[src/rtl/if_stage_pip.sv]
// if_stage_pip: instruction fetch stage that owns the PC, fetches over valid/ready and
// feeds the IF/ID register through a one-entry skid buffer with branch redirect handling.
module if_stage_pip #(
  parameter logic [31:0] RESET_PC  = 32'h0000_0000,
  parameter logic [31:0] NOP_INSTR = 32'h0000_0013
) (
  input  logic        clock,
  input  logic        reset_n,
  input  logic        stall,
  input  logic        branch_taken,
  input  logic [31:0] branch_target,
  output logic        imem_req,
  output logic [31:0] imem_addr,
  input  logic        imem_ready,
  input  logic [31:0] imem_rdata,
  output logic [31:0] PC_IF_out,
  output logic [31:0] instruction_IF_out,
  output logic        valid_IF_out
);
  localparam logic [0:0] S_FETCH   = 1'b0;
  localparam logic [0:0] S_DISCARD = 1'b1;
  logic [0:0]  r_state;
  logic        r_started;
  logic [31:0] r_pc;
  logic [31:0] r_tgt;
  logic [31:0] r_skid_pc;
  logic [31:0] r_skid_instr;
  logic        r_skid_valid;
  logic [31:0] r_if_pc;
  logic [31:0] r_if_instr;
  logic        r_if_valid;
  logic        w_done;
  logic [31:0] w_tgt;
  assign imem_req           = r_started & ~r_skid_valid;
  assign imem_addr          = r_pc;
  assign w_done             = imem_req & imem_ready;
  assign w_tgt              = {branch_target[31:2], 2'b00};
  assign PC_IF_out          = r_if_pc;
  assign instruction_IF_out = r_if_instr;
  assign valid_IF_out       = r_if_valid;
  always_ff @(posedge clock or negedge reset_n) begin
    if (!reset_n) begin
      r_state      <= S_FETCH;
      r_started    <= 1'b0;
      r_pc         <= RESET_PC;
      r_tgt        <= 32'h0;
      r_skid_pc    <= 32'h0;
      r_skid_instr <= 32'h0;
      r_skid_valid <= 1'b0;
      r_if_pc      <= 32'h0;
      r_if_instr   <= NOP_INSTR;
      r_if_valid   <= 1'b0;
    end else begin
      r_started <= 1'b1;
      if (r_state == S_DISCARD) begin
        // an old-address fetch is still in flight; its word is dropped when it lands
        r_if_valid <= 1'b0;
        r_if_instr <= NOP_INSTR;
        if (branch_taken) r_tgt <= w_tgt;
        if (w_done) begin
          r_pc    <= branch_taken ? w_tgt : r_tgt;
          r_state <= S_FETCH;
        end
      end else if (branch_taken) begin
        r_if_valid   <= 1'b0;
        r_if_instr   <= NOP_INSTR;
        r_skid_valid <= 1'b0;
        if (w_done || !imem_req) r_pc <= w_tgt;
        else begin
          r_tgt   <= w_tgt;
          r_state <= S_DISCARD;
        end
      end else if (w_done) begin
        r_pc <= r_pc + 32'd4;
        if (stall) begin
          r_skid_pc    <= r_pc;
          r_skid_instr <= imem_rdata;
          r_skid_valid <= 1'b1;
        end else begin
          r_if_pc    <= r_pc;
          r_if_instr <= imem_rdata;
          r_if_valid <= 1'b1;
        end
      end else if (!stall) begin
        r_if_valid   <= r_skid_valid;
        r_if_instr   <= r_skid_valid ? r_skid_instr : NOP_INSTR;
        r_if_pc      <= r_skid_valid ? r_skid_pc : r_if_pc;
        r_skid_valid <= 1'b0;
      end
    end
  end
endmodule

[config.mk]
export PLATFORM = sky130hd
export DESIGN_NAME = if_stage_pip
export DESIGN_NICKNAME = d
export VERILOG_FILES = /design/src/rtl/if_stage_pip.sv
export SDC_FILE = /design/constraint.sdc
export NUM_CORES = 1
export LEC_CHECK = 0
export ABC_CLOCK_PERIOD_IN_PS = 4600
export CAP_MARGIN = 20
export CORE_ASPECT_RATIO = 1.5
export CORE_UTILIZATION = 25
export CTS_CLUSTER_DIAMETER = 50
export DETAILED_ROUTE_END_ITERATION = 8
export GPL_ROUTABILITY_DRIVEN = 0
export HOLD_SLACK_MARGIN = 0.06
export SLEW_MARGIN = 15
export SYNTH_ARGS = -nofsm -noshare
export SYNTH_HDL_FRONTEND = slang
export SYNTH_SLANG_ARGS = --single-unit
[constraint.sdc]
create_clock -name clock -period 4.6 [get_ports clock]
set_clock_uncertainty 0.1 [all_clocks]
set_input_delay 0.69 -clock clock [delete_from_list [all_inputs] [get_ports clock]]
set_output_delay 0.69 -clock clock [all_outputs]
set_load 0.02 [all_outputs]
# Word-level counts from Yosys, hierarchy flattened
# Cells that the tools add are included.
[word_totals]
wordCells = 65
out_inout_bits = 98
in_bits = 69
regBits = 196
[op_classes]
addsub = 1
n_reduce_logical = 10
bitwise = 6
muxes = 32
eq_ne = 6
[op_table]
columns = ["operator", "n"]
rows = [
  ["32-bit 2-to-1 mux", 19],
  ["32-bit by 3-bit adder with 32-bit output (second input constant)", 1],
  ["1-bit 2-to-1 mux", 13],
  ["3-bit by 1-bit != test with 1-bit output (second input constant)", 3],
  ["4-bit AND reduction", 2],
  ["3-bit AND reduction", 2],
  ["2-bit nonzero test", 3],
  ["1-bit inverter", 4],
  ["3-bit != test (second input constant)", 1],
  ["1-bit AND", 2],
  ["2-bit by 1-bit != test with 1-bit output (second input constant)", 1],
  ["2-bit != test (second input constant)", 1],
  ["2-bit AND reduction", 1],
  ["1-bit zero test", 1],
  ["1-bit logical OR", 1],
]

# Longest topological paths before layout
[depth]
ltp_word = 7
mapped_depth = 8
ltp_nobuf = 6

# Least setup slack after synthesis
# Ideal clock, no wire load.
[synth_timing]
kind = "input to register"
from = "input imem_ready"
to = "register r_skid_instr[17]"
arrival_time_ns = 1.895
required_time_ns = 4.375
n_path_buf = 3
setup_slack_ns = 2.481
setup_time_ns = 0.125
cell_stages = 6
path_cell_list = "and3b_1 buf_2 nand3_1 buf_2 buf_2 mux2_2"
[synth_between]
elab_chain_len = 2
[synth_lines]
columns = ["element", "line_no", "rtl"]
rows = [
  ["start, declared", "14", "input logic imem_ready,"],
  ["1-bit AND", "36", "assign w_done = imem_req & imem_ready;"],
  ["4-bit AND reduction (no source line)", "--", ""],
  ["end signal, assigned", "77", "r_skid_instr <= imem_rdata;"],
  ["end, declared", "27", "logic [31:0] r_skid_instr;"],
]
# Every way passes these cells.
# A chain may end at the register's enable or synchronous reset.

# Worst setup path after layout
[layout_timing]
from = "register r_skid_valid"
to = "output imem_req"
[layout_between]
elab_chain_len = 2
[layout_lines]
columns = ["element", "line_no", "rtl"]
rows = [
  ["start, declared", "28", "logic r_skid_valid;"],
  ["start signal, assigned", "49", "r_skid_valid <= 1'b0;"],
  ["start signal, assigned", "67", "r_skid_valid <= 1'b0;"],
  ["start signal, assigned", "78", "r_skid_valid <= 1'b1;"],
  ["1-bit inverter", "34", "assign imem_req = r_started & ~r_skid_valid;"],
  ["1-bit AND", "34", ""],
  ["end, declared", "12", "output logic imem_req,"],
]
# Every way passes these cells.

==> summary.txt <==
Routed WL - 26470 um
Critical Path AT - 2.26 ns
Via density - 4.837
critical path class - flop to primary output
CTS Buffer Depth - 2
layout cells sized above 1 - 0.1586
sequential fraction of the synthesis area - 0.5453
FP Rows - 84
Die Y-Extent - 234.4 um
FF/Latch Area - 4908 um^2
vias in the first global route - 7118
Die X - 156.9 um
worst-margin pin slew - 1.110 ns
synth warn - 0
ys async rst share - 1.000
CTS Buf Count - 17
Syn Nets - 914
total of max-cap violations - 0
Detail Route Antenna Nets - 0
Synth top area share - 0.5366
P per Cell Area - 539.8 nW/um^2
post-DR wirelength/cell - 18.09 um
Final Core Density - 0.3329
post-CTS setup buffer count - 0
Mapped Cells - 844
minimum clock period - 3.050 ns
DRC errors left - 0
pin count of the biggest net entering global routing - 80
drt first-iter violations - 399
core footprint - 35210 um^2
area delta synth->final - 30.21%
Initial Utilization - 0.2557
GRT overflow - 0
TNS Setup - 0 ns
total track usage - 0.1493
EDFF count, synth - 0
clk sinks - 196
critical path required time - 3.81 ns
Peak Freq - 327.9 MHz
status - finished, final reports clean
relative slew slack - 0.2600
endpoints failing setup - 0
most common cell in the netlist - dfrtp_1
CTS Hold Bufs - 0
DP HPWL - 17530 um
post_cts resized - 0
Final Hold Fails - 0
synth top area cells - dfrtp_1, mux2_2, o21ai_0, nor2_1, a22oi_1
I/O Buffers - 164
antenna violations before repair - 0
Ant. Diodes - 0
multi-input logic area - 3806 um^2
first-pass iteration count of the detailed router - 5
CP endpoint kind - primary output
RSZ-0062 raised after global routing - no
clk_lat worst skew - 0.45 ns
# IOs - 167
H-tree depth - 4
dominant synthesized flop cell - dfrtp_1
DR vias - 7076
Die Footprint - 36780 um^2
Worst-path clk slew - 0.07 ns
CTS tree - built
Final Net Count - 1047
Max Slew Vio Count - 0
syn avg cell area - 10.66 um^2
CP max FO - 33
register bit total from synthesis - 196
first-pass GRT wire length - 41060 um
HP Class - input pin to asynchronous set/reset pin
# fillers - 3545
area leader, netlist - dfrtp_1
root buffer cell - clkbuf_16
Netlist cell types - 55
startpoint types - flop
fin crit share - 0.6630
Commonest cells post-synth - dfrtp_1, nor2_1, mux2_2, o21ai_0, nand2_1
Netlist Area Pre-Place - 9001 um^2
static leakage - 4.784 nW
Max IR drop VDD - 0.2089 mV
## layout make-up
class / instances / share of cell area
clock buffers: 18 / 0.03662
clock inverters: 14 / 0.01174
inverters: 11 / 0.003523
multi-input cells: 571 / 0.3248
flip-flops and latches: 196 / 0.4188
well taps: 473 / 0.05050
repair buffers: 180 / 0.1541
## final timing paths
path	start	end	slack (ns)	depth (start not counted)
worst max-delay path	r_skid_valid$_DFFE_PN0P_	imem_req	1.55	4
worst min-delay path	reset_n	PC_IF_out[28]$_DFFE_PN0P_	0.16	1
worst max register to register	r_skid_valid$_DFFE_PN0P_	r_tgt[11]$_DFFE_PN0P_	1.62	6
worst min register to register	PC_IF_out[7]$_DFFE_PN0P_	PC_IF_out[7]$_DFFE_PN0P_	0.38	2
max in group asynchronous	reset_n	r_skid_instr[22]$_DFFE_PN0P_	3.04	2
min in group clock	PC_IF_out[7]$_DFFE_PN0P_	PC_IF_out[7]$_DFFE_PN0P_	0.38	2
## power breakdown
group | total [mW] | internal, mW | switching, mW
clock | 1.47 | 0.719 | 0.756
combinational | 2.02 | 1.00 | 1.02
sequential | 2.83 | 2.29 | 0.539
## layout by cell type, fill, tap and decap left out, types with 4 or more instances in the layout
cell	netlist	layout
dfrtp_1	193	193
clkdlybuf4s50_1	0	162
nor2_1	97	97
mux2_2	90	90
o21ai_0	84	83
nand2_1	62	62
a21oi_1	49	49
a22oi_1	40	40
mux2i_1	28	28
clkbuf_16	0	17
nand4_1	13	13
buf_4	0	13
nand3_1	13	12
inv_1	11	11
o22ai_1	7	7
and3_1	7	7
nor4_1	6	6
a31oi_1	6	6
a222oi_1	6	6
o211ai_1	5	5
o31a_1	5	5
or3_1	5	5
o2bb2ai_1	5	5
nor3_1	4	4
inv_6	0	4
## kinds of logic (layout without fill, tap and decap cells)
group / after synthesis / count (layout) / synth area share
AND/OR/NAND/NOR: 225 / 225 / 0.1166
flip-flops: 196 / 196 / 0.5453
multiplexers: 118 / 118 / 0.1437
buffers and inverters: 77 / 223 / 0.03628
adder cells (fa/ha/maj): 1 / 1 / 0.001390
other: 1 / 1 / 0.0004166
AO/OA/AOI/OAI: 226 / 226 / 0.1562
## per-stage QoR
stage / area, um^2 / hold WS (ns) / worst slack (ns) / instances / power, mW
final: 11720 / 0.1604 / 1.550 / 1463 / 6.326
after floorplan: 9001 / 0.2944 / 2.481 / 844 / 3.913
after detailed placement: 11130 / 0.3642 / 1.167 / 1430 / 4.917
after CTS: 11690 / 0.1927 / 1.521 / 1462 / 6.426
after global routing: 11720 / 0.2041 / 1.444 / 1463 / 6.727
after global placement: 11130 / 0.3613 / 1.174 / 1430 / 4.856
## metal layers
metal,GRT usage,wire [um],up-vias,part of all wire
met5,0,0,-,0
met4,0.05362,420,0,0.016
met3,0.03086,1119,20,0.042
met2,0.2665,13590,147,0.51
met1,0.1747,11340,3579,0.43
li1,-,-,3330,-
## sequential cells by signal, indices dropped and copies added (netlist names)
name / count
instruction_IF_out: 32
PC_IF_out: 32
r_tgt: 32
r_state: 1
r_started: 1
r_skid_instr: 32
valid_IF_out: 1
imem_addr: 32
r_skid_valid: 1
r_skid_pc: 32
## worst max-delay path, cell delays in order (launching register included)
cell and delay, ns:
dfrtp_1 0.39, buf_4 0.28, nand2b_1 0.29, inv_1 0.18, clkdlybuf4s50_1 0.67
Power figures use the tool's default switching activity.
